[src/rtl/codificador_led_secuencial.sv]
// Clocked result-to-LED encoder for the LED game.
// A red/green result blinks N_PARPADEOS on/off pairs of CLK_DIV cycles each,
// then holds steady. The end code lights all three LEDs, steady or blinking.
// All outputs are decoded from registers only; numero never reaches the LEDs
// combinationally.
module codificador_led_secuencial #(
  parameter int CLK_DIV      = 25000000,
  parameter int N_PARPADEOS  = 3,
  parameter int FIN_PARPADEA = 0
) (
  input  logic       clk,
  input  logic       rst_n,
  input  logic [1:0] numero,
  input  logic       valido,
  output logic       ocupado,
  output logic       listo,
  output logic       LedRojo,
  output logic       LedVerde,
  output logic       LedFin
);

  localparam int DIV_W = (CLK_DIV > 1) ? $clog2(CLK_DIV) : 1;
  localparam int CNT_W = ($clog2(N_PARPADEOS + 1) > 1) ? $clog2(N_PARPADEOS + 1) : 1;

  // Terminal divider count and the blink index of the last off phase.
  localparam logic [DIV_W-1:0] DIV_FIN   = DIV_W'(CLK_DIV - 1);
  localparam logic [CNT_W-1:0] CNT_ULT   = CNT_W'(N_PARPADEOS - 1);
  localparam bit               FIN_BLINK = (FIN_PARPADEA != 0);

  typedef enum logic [1:0] {
    REPOSO,
    PARPADEO,
    MANTENER,
    FIN
  } estado_t;

  estado_t          estado_q, estado_d;
  logic [DIV_W-1:0] div_q, div_d;
  logic [CNT_W-1:0] cnt_q, cnt_d;
  logic             sel_verde_q, sel_verde_d;  // 1: green selected, 0: red
  logic             fase_q, fase_d;            // current lit/dark phase
  logic             listo_q, listo_d;

  // State and datapath registers; reset aborts any sequence at once.
  always_ff @(posedge clk or negedge rst_n) begin
    if (!rst_n) begin
      estado_q    <= REPOSO;
      div_q       <= '0;
      cnt_q       <= '0;
      sel_verde_q <= 1'b0;
      fase_q      <= 1'b0;
      listo_q     <= 1'b0;
    end else begin
      estado_q    <= estado_d;
      div_q       <= div_d;
      cnt_q       <= cnt_d;
      sel_verde_q <= sel_verde_d;
      fase_q      <= fase_d;
      listo_q     <= listo_d;
    end
  end

  // Next-state: divider/blink progress first, then acceptance of a new code.
  always_comb begin
    estado_d    = estado_q;
    div_d       = div_q;
    cnt_d       = cnt_q;
    sel_verde_d = sel_verde_q;
    fase_d      = fase_q;
    listo_d     = 1'b0;

    case (estado_q)
      PARPADEO: begin
        if (div_q == DIV_FIN) begin
          div_d = '0;
          if (fase_q) begin
            fase_d = 1'b0;
          end else if (cnt_q == CNT_ULT) begin
            // Last off phase ended: settle on steady light.
            estado_d = MANTENER;
            fase_d   = 1'b1;
            listo_d  = 1'b1;
          end else begin
            cnt_d  = cnt_q + CNT_W'(1);
            fase_d = 1'b1;
          end
        end else begin
          div_d = div_q + DIV_W'(1);
        end
      end
      FIN: begin
        if (FIN_BLINK) begin
          if (div_q == DIV_FIN) begin
            div_d  = '0;
            fase_d = ~fase_q;
          end else begin
            div_d = div_q + DIV_W'(1);
          end
        end
      end
      default: begin
      end
    endcase

    // A new code is only taken when no blink sequence is running.
    if (valido && (estado_q != PARPADEO)) begin
      div_d = '0;
      cnt_d = '0;
      case (numero)
        2'd0: begin
          estado_d = REPOSO;
          fase_d   = 1'b0;
        end
        2'd3: begin
          estado_d = FIN;
          fase_d   = 1'b1;
        end
        default: begin
          estado_d    = PARPADEO;
          sel_verde_d = numero[1];
          fase_d      = 1'b1;
        end
      endcase
    end
  end

  logic modo_color;
  logic modo_fin;

  // Output decode from registered state only.
  always_comb begin
    modo_color = (estado_q == PARPADEO) || (estado_q == MANTENER);
    modo_fin   = (estado_q == FIN);
    ocupado    = (estado_q == PARPADEO);
    listo      = listo_q;
    LedRojo    = fase_q && ((modo_color && !sel_verde_q) || modo_fin);
    LedVerde   = fase_q && ((modo_color && sel_verde_q) || modo_fin);
    LedFin     = fase_q && modo_fin;
  end

endmodule

[config.mk]
export PLATFORM = sky130hd
export DESIGN_NAME = codificador_led_secuencial
export DESIGN_NICKNAME = d
export VERILOG_FILES = /design/src/rtl/codificador_led_secuencial.sv
export SDC_FILE = /design/constraint.sdc
export NUM_CORES = 1
export LEC_CHECK = 0
export ABC_AREA = 1
export CORE_ASPECT_RATIO = 1.25
export CORE_UTILIZATION = 60
export DETAILED_ROUTE_END_ITERATION = 16
export GPL_TIMING_DRIVEN = 0
export PLACE_DENSITY = 0.79
export SYNTH_ARGS = -nofsm -noshare
export SYNTH_HDL_FRONTEND = slang
export SYNTH_SLANG_ARGS = --single-unit
[constraint.sdc]
create_clock -name clk -period 1.72 [get_ports clk]
set_input_delay 0.516 -clock clk [delete_from_list [all_inputs] [get_ports clk]]
set_output_delay 0.516 -clock clk [all_outputs]
set_load 0.01 [all_outputs]
## After elaboration in Yosys (flattened, before gate mapping)

Cells that the tools add are included.

| storage, ports and cells | value |
|---|---|
| register bits after elaboration | 32 |
| word-level logic and storage cells | 60 |

| cells by class | value |
|---|---|
| add/subtract/negate cells | 2 |
| equal/unequal tests | 9 |
| multiplexer cells | 23 |
| bitwise logic cells | 1 |
| reduce and logical (&&, ||, !) cells | 19 |

Operator list:

| cell | count |
|---|---|
| $mux 25 | 3 |
| $add 25x1->25 const B | 1 |
| $eq 25x25->1 const B | 1 |
| $mux 2 | 10 |
| $mux 1 | 9 |
| $eq 2x2->1 const B | 4 |
| $reduce_and 4->1 | 2 |
| $logic_and 1x1->1 | 6 |
| $ne 2x1->1 const B | 3 |
| $reduce_bool 2->1 | 3 |
| $pmux 2 s2 | 1 |
| $reduce_and 2->1 | 2 |
| $logic_or 1x1->1 | 3 |
| $add 2x1->2 const B | 1 |
| $eq 2x1->1 const B | 1 |
| $logic_not 2->1 | 1 |
| $reduce_or 2->1 | 1 |
| $logic_not 1->1 | 1 |
| $not 1->1 | 1 |

## Logic depth before layout (Yosys ltp)

Gate-level depths: netlist of run 1.

| depth | value |
|---|---|
| word-level depth | 6 |
| mapped depth | 11 |

## Worst setup path after synthesis of run 1

Ideal clock, no wire load.

| timing path | value |
|---|---|
| path kind | reg-to-output |
| from | reg estado_q[0] |
| to | out LedRojo |
| arrival | 1.056 ns |
| path slack | 0.148 ns |
| cell stages (with the launch flop) | 3 |
| buffers on the path | 0 |
| path through | dfrtp_1 > ha_1 > o31ai_1 |

| between the ends | value |
|---|---|
| word-level cells in the longest chain between the ends | 5 |

RTL lines:

| what | line | source |
|---|---|---|
| start: declaration | 37 | `estado_t estado_q, estado_d;` |
| start signal: assignment | 54 | `estado_q <= estado_d;` |
| $eq 2x1->1 or $eq 2x2->1 (tied branches) | 132 | `modo_color = (estado_q == PARPADEO) \|\| (estado_q == MANTENER);` |
| $logic_or 1x1->1 | 132 |  |
| $logic_and 1x1->1 | 136 | `LedRojo = fase_q && ((modo_color && !sel_verde_q) \|\| modo_fin);` |
| $logic_or 1x1->1 * | 136 |  |
| $logic_and 1x1->1 * | 136 |  |
| end: declaration | 17 | `output logic LedRojo,` |

Every way passes the cells marked *; elsewhere a longest branch is shown, timed or not.

## Final worst setup path of run 1

Same ends and word-level chain as after synthesis.

==> impl_summary.md, run 1 <==
STA
The final count of hold timing violations is 0. Derived from the worst setup path, the maximum achievable clock frequency is 552.3 MHz. The count of pins over their slew limit was 0. At the pin with the least slew margin, the transition time is 0.7202 ns. Of the available clock period, the critical path in the final layout requires 105.3%. The worst hold slack across all endpoints is 0.2718 ns. The minimum clock period after layout is 1.811 ns. The largest clock skew in the final design is 0.007154 ns. The total setup violations reported at the end of the flow is 2. The slack of the critical path is -0.09055 ns. The worst pin sits at a relative slew slack of 51.98%. Setup total negative slack on the finished layout was measured at -0.1498 ns. Setup repair after global routing could not meet its margin everywhere.

Cells and area
The summed area of non-filler cells in the final layout is 2526 sq um. 0 antenna diodes ended up in the layout. The growth of design area from synthesis to finish is 12.86%.

The number of nets in the final layout is 353. The count of filler cells inserted in the layout is 304. For this run, the number of standard cells in the final layout without fillers is 382.

The share of final-layout standard cells stronger than drive strength 1 is 18.66%.

Drt
The number of remaining DRC errors is 0. The detailed router finished its first iteration with 120 violations. Before antenna repair, the detailed router went through 6 iterations. Wires add up to 5.460 mm. In the final routed layout, each cell accounts on average for 14.29 microns.

The detailed router placed 2116 vias in this run. The average vias per placed instance is 5.539. The detail route stage leaves a number of antenna-violating nets equal to 0.

Worst setup path
For the worst flop-to-flop path, the logic depth is 8. The setup path with the least slack is of type register to output port. The worst register-to-register path ends at div_q[22]$_DFFE_PN0P_. The worst setup path is captured at an output port. STA classifies the critical path startpoint as a register. The worst endpoint required time is 1.20 ns.

The setup slack of the worst register-to-register path is 0.10 ns. The arrival time at the worst endpoint is 1.29 ns. The origin of the critical flop-to-flop path is div_q[1]$_DFFE_PN0P_. Of all nets on the critical path, the largest fanout is 3.

Power
The leakage power is 1.115 nW. The power density over cell area is 948.2 nW/um^2. The maximum vdd ir drop is 909.7 uV.

Global routing
Across every metal layer, demand over resource in global routing totals 30.23%. The first global-routing pass estimated 9.135 mm of wire. The largest net degree at the start of global routing is 33. Summed over all layers, the global routing overflow is 0. The via count of the first global-routing pass is 2082. The initial antenna violation count is 0.

CTS
The clock latency on the worst-skew pair is 0.29 ns. Clock-pin slew was measured on the worst setup and hold paths at 0.07 ns. The TritonCTS buffer count is 5. The clock tree from TritonCTS is built. The hold buffer count at CTS is 0. The H-tree generated during clock tree synthesis spans 2 levels. The clock root buffer is clkbuf_8. CTS saw 32 sinks. The clock passes through at most 2 buffers.

Placed design
The placed instances occupy a cell area of 2372 sq um. The placer congestion estimate is 0.9337. The HPWL reported at the end of detailed placement is 3.886 mm.

Once placement completed, the tool counted placed cells totaling 371. During placement, the flow inserted port buffers numbering 9.

Status
The run finished, with violations left. The checks that failed: setup timing.

Synth
The total standard cell area after synthesis is 2238 sq um. The share of flip-flops with an asynchronous set or reset after synthesis is 100.0%. Synthesis handed over a netlist of 323 instances. A synthesized cell averages 6.930 sq um. The count of different cell masters after synthesis is 31. The most used flip-flop cell after synthesis is dfrtp_1. The total of flip-flops plus latches after synthesis is 32.

The share of synthesized area occupied by flip-flops and latches is 35.77%. The most area-hungry cell type in the Yosys netlist is dfrtp_1. Yosys attributes the largest share of cell area to dfrtp_1 36%, nand2_1 15%, nor2_1 7.7%, inv_1 6.4%, nand3_1 6.3%. The count of warnings emitted by yosys is 0. In this run, synthesis inferred 0 flip-flops with an integrated enable. Counting every net in the synthesized netlist gives 334.

In this run the biggest area consumer among cell types represents 35.77% of the synthesized area.

Floorplan
The die outline area is 3981 sq um. The top-level port count is 10. In this run the vertical extent of the chip is 70.29 microns. The floorplan row count is 24. After floorplanning, the core was sized to cover 3513 sq um. For this configuration, the core starts out at a cell density of 63.71%.

Measured along the x axis, the die boundary spans 56.63 microns.

Job
Max-cap violations in this run came to 0.

Hold path
The class of the tightest hold or removal check is input port to asynchronous set/reset pin.
power by group:
group	switching, mW	leakage [nW]	internal, mW	total [mW]
clock network	0.296	0.0510	0.319	0.615
registers	0.0969	0.436	0.832	0.929
logic	0.514	0.628	0.337	0.851
total	0.908	1.11	1.49	2.40
layout make-up:
| class | instances | area, sq um | share of cell area, % |
|---|---|---|---|
| sequential | 32 | 800.8 | 31.70 |
| clock buffer | 6 | 82.58 | 3.269 |
| buffer | 4 | 43.79 | 1.734 |
| inverter | 41 | 158.9 | 6.290 |
| timing repair buffer | 12 | 92.59 | 3.665 |
| multi-input combinational | 246 | 1289 | 51.02 |
| clock inverter | 2 | 10.01 | 0.3962 |
| tap | 39 | 48.80 | 1.932 |
stage by stage:
step                      util [%]  power (mW)  setup WS, ns
after floorplan                  -       1.435        0.1477
after global placement       67.66       1.706       -0.5065
after detailed placement     67.52       1.716       -0.3089
after CTS                    70.41       2.349      -0.09676
after global routing         71.90       2.535       -0.1399
final                        71.90       2.395      -0.09055
synthesized netlist by cell type, types with 2 or more instances:
master   count
xor2_1       7
nand4_1      9
nand2_2      6
nand3_1     28
nor3_1      10
ha_1         6
o21ai_1      2
nand3_2      3
nand2_1     88
nor2_4       4
dfrtp_1     32
o21ai_0      8
nor2_1      46
or2_2        2
inv_1       38
a21oi_1      4
nor2_2      16
metal layers:
| metal | vias to the layer above | global-route usage [%] | share of wire (%) |
|---|---|---|---|
| li1 | 1054 | - | - |
| met1 | 966 | 36.75 | 41 |
| met2 | 74 | 50.20 | 50 |
| met3 | 22 | 5.741 | 5.2 |
| met4 | 0 | 15.72 | 4.2 |
| met5 | - | 0 | 0 |
cell families after synthesis:
kind of cell,count (synthesis),synth area share [%]
AOI/OAI and AO/OA,18,4.417
xor gates and xnor gates,8,3.130
adders and majority gates,6,3.354
buffers and inverters,45,8.999
DFF,32,35.77
and+or+nand+nor,214,44.33
worst max-delay path, stage by stage (launching register included):
cell and delay (ns):
dfrtp_1 0.43, ha_4 0.26, o31ai_2 0.16, buf_2 0.16
how the worst max path moves through the flow:
stage                                        from                       to  slack (ns)  cells after the start
after floorplan           estado_q[0]$_DFFE_PN0P_                  LedRojo        0.15                      2
after global placement                      rst_n  estado_q[0]$_DFFE_PN0P_       -0.51                      1
after detailed placement                   valido    div_q[22]$_DFFE_PN0P_       -0.31                      6
after CTS                 estado_q[0]$_DFFE_PN0P_                  LedRojo        -0.1                      3
after global routing      estado_q[0]$_DFFE_PN0P_                  LedRojo       -0.14                      3
final                     estado_q[0]$_DFFE_PN0P_                  LedRojo       -0.09                      3
flip-flops by register name, summed over array words and instances (netlist names):
name	count
cnt_q	2
div_q	25
estado_q	2
fase_q	1
listo	1
sel_verde_q	1
repair_timing:
| item | in CTS | in global routing |
|---|---|---|
| setup endpoints to repair | 7 | 18 |
| buffers inserted | 0 | 3 |
| gates cloned | 0 | 0 |
| resized for setup | 21 | 8 |
| pin swaps | 2 | 2 |
placed cells by master (no fill, tap or decap), types with 2 or more instances in the layout:
cell	n
o21ai_0	8
or2_2	2
inv_2	4
nand2_2	8
nor2_2	17
nand3_1	28
clkdlybuf4s50_1	4
inv_1	36
nor3_1	9
nand3_2	2
buf_4	4
a21oi_1	4
ha_4	2
ha_1	3
buf_2	4
nor2_1	45
o21ai_1	2
clkinv_2	2
nor2_4	4
nand4_1	9
clkbuf_8	6
xor2_1	7
nand2_1	86
dfrtp_1	32
Power figures use the tool's default switching activity.
==> run 2, diff against run 1 <==
--- a/config.mk
+++ b/config.mk
@@ -5,9 +5,8 @@
 export SDC_FILE = /design/constraint.sdc
 export NUM_CORES = 1
 export LEC_CHECK = 0
-export ABC_AREA = 1
 export CORE_ASPECT_RATIO = 1.25
-export CORE_UTILIZATION = 60
+export CORE_UTILIZATION = 59
 export DETAILED_ROUTE_END_ITERATION = 16
 export GPL_TIMING_DRIVEN = 0
 export PLACE_DENSITY = 0.79
==> run 2 against run 1 <==
The flow still finishes with violations (setup timing). Utilization grew 16 points. Final cell count is 27% lower. Sequential power down 1%. Sequential share of layout area shrank 0.39 points. Synthesized cell count fell by 41%. Clock-buffer cell count grew 1. Clock power decreased by 18%. Critical path depth is 2 higher.
==> impl_summary.md, run 2 <==
Status
Status: complete, but fails checks (unchanged). Violated checks: setup timing (unchanged).

Cells and area
The count of filler cells inserted in the layout is 139 (was 304). The most common cell after layout, fill and taps aside is buf_4 (was nand2_1). The share of final-layout standard cells stronger than drive strength 1 was 46.06% (was 18.66%).

Registers with the most flip-flops: div_q (25), cnt_q (2), estado_q (2) (unchanged). The largest register by flop count is div_q (unchanged). Leading cell types in the layout, fill and taps excluded: 28 x buf_4, 26 x dfrtp_1, 16 x nand2_1 (was 86 x nand2_1, 45 x nor2_1, 36 x inv_1). The growth of design area from synthesis to finish came to 39.77% (was 12.86%). The final cell utilization of the core is 87.64% (was 71.90%).

The count of antenna diodes in the layout is 0 (unchanged). The number of nets in the final layout came to 252 (was 353). The number of flip-flops in the largest register is 25 (unchanged).

Floorplan
The die outline area is 3359 sq um (was 3981 sq um). The height of the chip is 64.55 microns (was 70.29 microns). The placeable core area was 2945 sq um (was 3513 sq um). The die outline width is 52.04 microns (was 56.63 microns). The effective utilization at floorplan came to 62.70% (was 63.71%). The floorplan row count is 22 (was 24). The top-level port count is 10 (unchanged).

Power
The clock network fraction of design power is 20.1% (was 25.7%). The power density over cell area came to 971.8 nW/um^2 (was 948.2 nW/um^2). The switching component of the power is 0.9613 mW (was 0.9075 mW).

The internal portion of total power is 1.547 mW (was 1.488 mW). The switching power as a share of total power is 38.32% (was 37.89%). The leakage power came to 1.129 nW (was 1.115 nW). The maximum vdd ir drop came to 1058 uV (was 909.7 uV). The combinational power share came to 43.2% (was 35.5%). The sequential fraction of design power is 36.7% (was 38.8%).

STA
The highest achievable clock rate is 511.3 MHz (was 552.3 MHz). The period utilization was 113.7% (was 105.3%). The setup TNS is -5.358 ns (was -0.1498 ns). The worst hold slack across all endpoints is 0.2065 ns (was 0.2718 ns). The slack of the critical path is -0.2358 ns (was -0.09055 ns). The largest clock skew in the final design came to 0.009862 ns (was 0.007154 ns).

Setup repair after global routing missed its margin: true (unchanged). The slew of the pin with the lowest slew margin is 0.7167 ns (was 0.7202 ns). The minimum clock period after layout is 1.956 ns (was 1.811 ns).

The final count of hold timing violations is 0 (unchanged). The count of pins over their slew limit was 0 (unchanged). The worst max-slew margin expressed relative to the limit was 52.22% (was 51.98%). The total setup violations reported at the end of the flow is 33 (was 2).

Drt
The routed via count is 1819 (was 2116). The first-pass iteration count of the detailed router came to 4 (was 6). The number of remaining DRC errors is 0 (unchanged). The aggregate routed wire length is 5.796 mm (was 5.460 mm). The per-cell routed wire length is 20.92 microns (was 14.29 microns). The number of design-rule violations left by the first detailed-router iteration is 100 (was 120).

The average vias per placed instance is 6.567 (was 5.539). The post-detailed-route count of antenna-violating nets came to 0 (unchanged).

Synth
The top-area cell type share of the netlist area is 43.36% (was 35.77%). Post-synth top cells: 32 x dfrtp_1, 23 x nor2_1, 17 x nand2_1, 11 x inv_1, 8 x o21ai_0 (was 88 x nand2_1, 46 x nor2_1, 38 x inv_1, 32 x dfrtp_1, 28 x nand3_1). The synthesized net count came to 201 (was 334). Ranking of synthesized cells by area: dfrtp_1 43%, nor2_1 4.7%, ha_1 4.1%, nand2_1 3.5%, xnor2_1 3.3% (was dfrtp_1 36%, nand2_1 15%, nor2_1 7.7%, inv_1 6.4%, nand3_1 6.3%).

The count of warnings emitted by yosys is 0 (unchanged). The synthesized area per cell is 9.720 sq um (was 6.930 sq um). The total of flip-flops plus latches after synthesis is 32 (unchanged). The number of instances in the synthesized netlist is 190 (was 323). The count of flip-flops with a built-in enable after synthesis is 0 (unchanged). The cell with the most instances after synthesis was dfrtp_1 (was nand2_1). The total standard cell area after synthesis is 1847 sq um (was 2238 sq um). The count of different cell masters after synthesis is 50 (was 31). The share of flip-flops with an asynchronous set or reset after synthesis came to 100.0% (unchanged).

The most common flop cell mapped by yosys is dfrtp_1 (unchanged). The share of synthesized area occupied by flip-flops and latches is 43.36% (was 35.77%). The most area-hungry cell type in the Yosys netlist was dfrtp_1 (unchanged).

CTS
The number of clock sinks is 32 (unchanged). The clock latency on the worst-skew pair was 0.35 ns (was 0.29 ns). The clock tree from TritonCTS is built (unchanged). The TritonCTS buffer count was 5 (unchanged). The clock edge transition at the registers on the reported setup and hold paths is 0.11 ns (was 0.07 ns). The clock root buffer is clkbuf_4 (was clkbuf_8). The number of levels in the clock H-tree is 2 (unchanged). The number of buffers on the longest clock path was 2 (unchanged).

Global routing
The aggregate global routing overflow came to 0 (unchanged). The largest net degree at the start of global routing came to 33 (unchanged). The initial antenna violation count is 0 (unchanged). The via count of the first global-routing pass is 1719 (was 2082). The total routing usage reported by global routing is 32.72% (was 30.23%). The wire length of the first global-routing pass is 7.962 mm (was 9.135 mm).

Worst setup path
The capturing element type of the critical path is an output port (unchanged). The count of buffering cells on the critical path with inverters included is 2 (was 1). The biggest fanout along the worst timing path is 3 (unchanged).

The highest-delay cell along the critical path is dfrtp_2 (was dfrtp_1). The critical path class is register to output port (unchanged). The largest delay contributor family on the critical path was flip-flops (unchanged). The worst endpoint required time is 1.20 ns (about the same).

Critical Path, Cell by Cell: ha_4, inv_2, a21oi_2, nor2_1, buf_2 (was ha_4, o31ai_2, buf_2). The number of gates on the worst path with buffers counted is 5 (was 3). The worst reg2reg path depth is 8 (unchanged).

The arrival time at the worst endpoint is 1.44 ns (was 1.29 ns). The maximum single-stage delay on the critical path is 0.45 ns (was 0.43 ns). The kind of launch point of the worst setup path is a register (unchanged).

Placed design
The HPWL reported at the end of detailed placement is 2.919 mm (was 3.886 mm). The placer congestion estimate was 0.8538 (was 0.9337). The count of buffers from port buffering is 9 (unchanged).

Hold path
The class of the tightest hold or removal check was input port to asynchronous set/reset pin (unchanged).

Job
The number of max-cap violations is 0 (unchanged).
-- run 2: cell count changes in the layout (fill, tap and decap cells not counted), sizes merged, moves of 4 or more --
cell / previous run / this run
nand2: 95 / 18
nor2: 66 / 23
buf: 10 / 45
inv: 40 / 11
nand3: 31 / 6
xnor2: 1 / 7
a21o: 1 / 6
nor3: 10 / 5
nor4: 1 / 5
nor4b: 0 / 4
-- run 2: power by group through the flow --
stage / Combinational (mW) / Clock [mW] / Sequential, mW
3_3_place_gp: 0.706 / 0 / 0.915
5_1_grt: 1.15 / 0.542 / 0.923
4_1_cts: 0.891 / 0.500 / 0.903
3_5_place_dp: 0.724 / 0 / 0.924
2_1_floorplan: 0.484 / 0 / 0.902
6_report: 1.08 / 0.505 / 0.920
-- run 2: what timing repair did --
item | CTS | global route
buffers inserted | 28 | 6
hold buffers | 0 | 0
endpoints found under the setup margin | 67 | 33
cloned | 0 | 1
pin swaps | 21 | 21
resized for setup | 46 | 40
-- run 2: kinds of logic (layout without fill, tap and decap cells) --
logic type	after synthesis	count (layout)	synth area share, %
multiplexers	3	3	1.626
adder cells (fa/ha/maj)	6	6	4.065
AO/OA/AOI/OAI	37	37	14.57
flip-flops	32	32	43.36
XOR/XNOR	12	12	5.691
buffers and inverters	16	67	4.336
AND/OR/NAND/NOR	84	84	26.36
-- run 2: path summary, 6_finish.rpt --
path	from	to	slack, ns
max in group asynchronous	rst_n	estado_q[0]$_DFFE_PN0P_	1.00
max	estado_q[0]$_DFFE_PN0P_	LedVerde	-0.24
max reg2reg	div_q[0]$_DFFE_PN0P_	div_q[14]$_DFFE_PN0P_	-0.23
min reg2reg	cnt_q[0]$_DFFE_PN0P_	cnt_q[0]$_DFFE_PN0P_	0.50
min	rst_n	div_q[20]$_DFFE_PN0P_	0.21
min in group clk	cnt_q[0]$_DFFE_PN0P_	cnt_q[0]$_DFFE_PN0P_	0.50
-- run 2: cell type report --
type	instances	area (sq um)	share of cell area, %
clock buffers	7	65.06	2.521
flip-flops and latches	32	808.3	31.31
plain buffers	5	50.05	1.939
multi-input cells	142	1207	46.78
inverters	11	41.29	1.600
repair buffers	44	364.1	14.11
well taps	36	45.04	1.745
-- run 2: stage by stage --
stage,area (sq um),power (mW),setup WS (ns),cells
after floorplan,1884,1.386,-0.07846,190
after global placement,2019,1.621,-0.6934,235
after global routing,2581,2.620,-0.2993,277
final,2581,2.508,-0.2358,277
after CTS,2385,2.294,-0.1840,270
after detailed placement,2019,1.648,-0.7056,235
-- run 2: worst reg2reg max path: cells and delay by family, from the launching register on --
kind | cells | cell delay [ns]
AO/OA/AOI/OAI | 1 | 0.18
adder cells (fa/ha/maj) | 1 | 0.18
buffers and inverters | 2 | 0.35
flip-flops | 1 | 0.42
AND/OR/NAND/NOR | 4 | 0.71
-- run 2: routing by layer --
metal	global-route usage, %	vias up	wire length [microns]
li1	-	787	-
met3	7.746	35	324
met4	16.89	0	327
met2	57.53	91	3085
met5	0	-	0
met1	35.16	906	2058
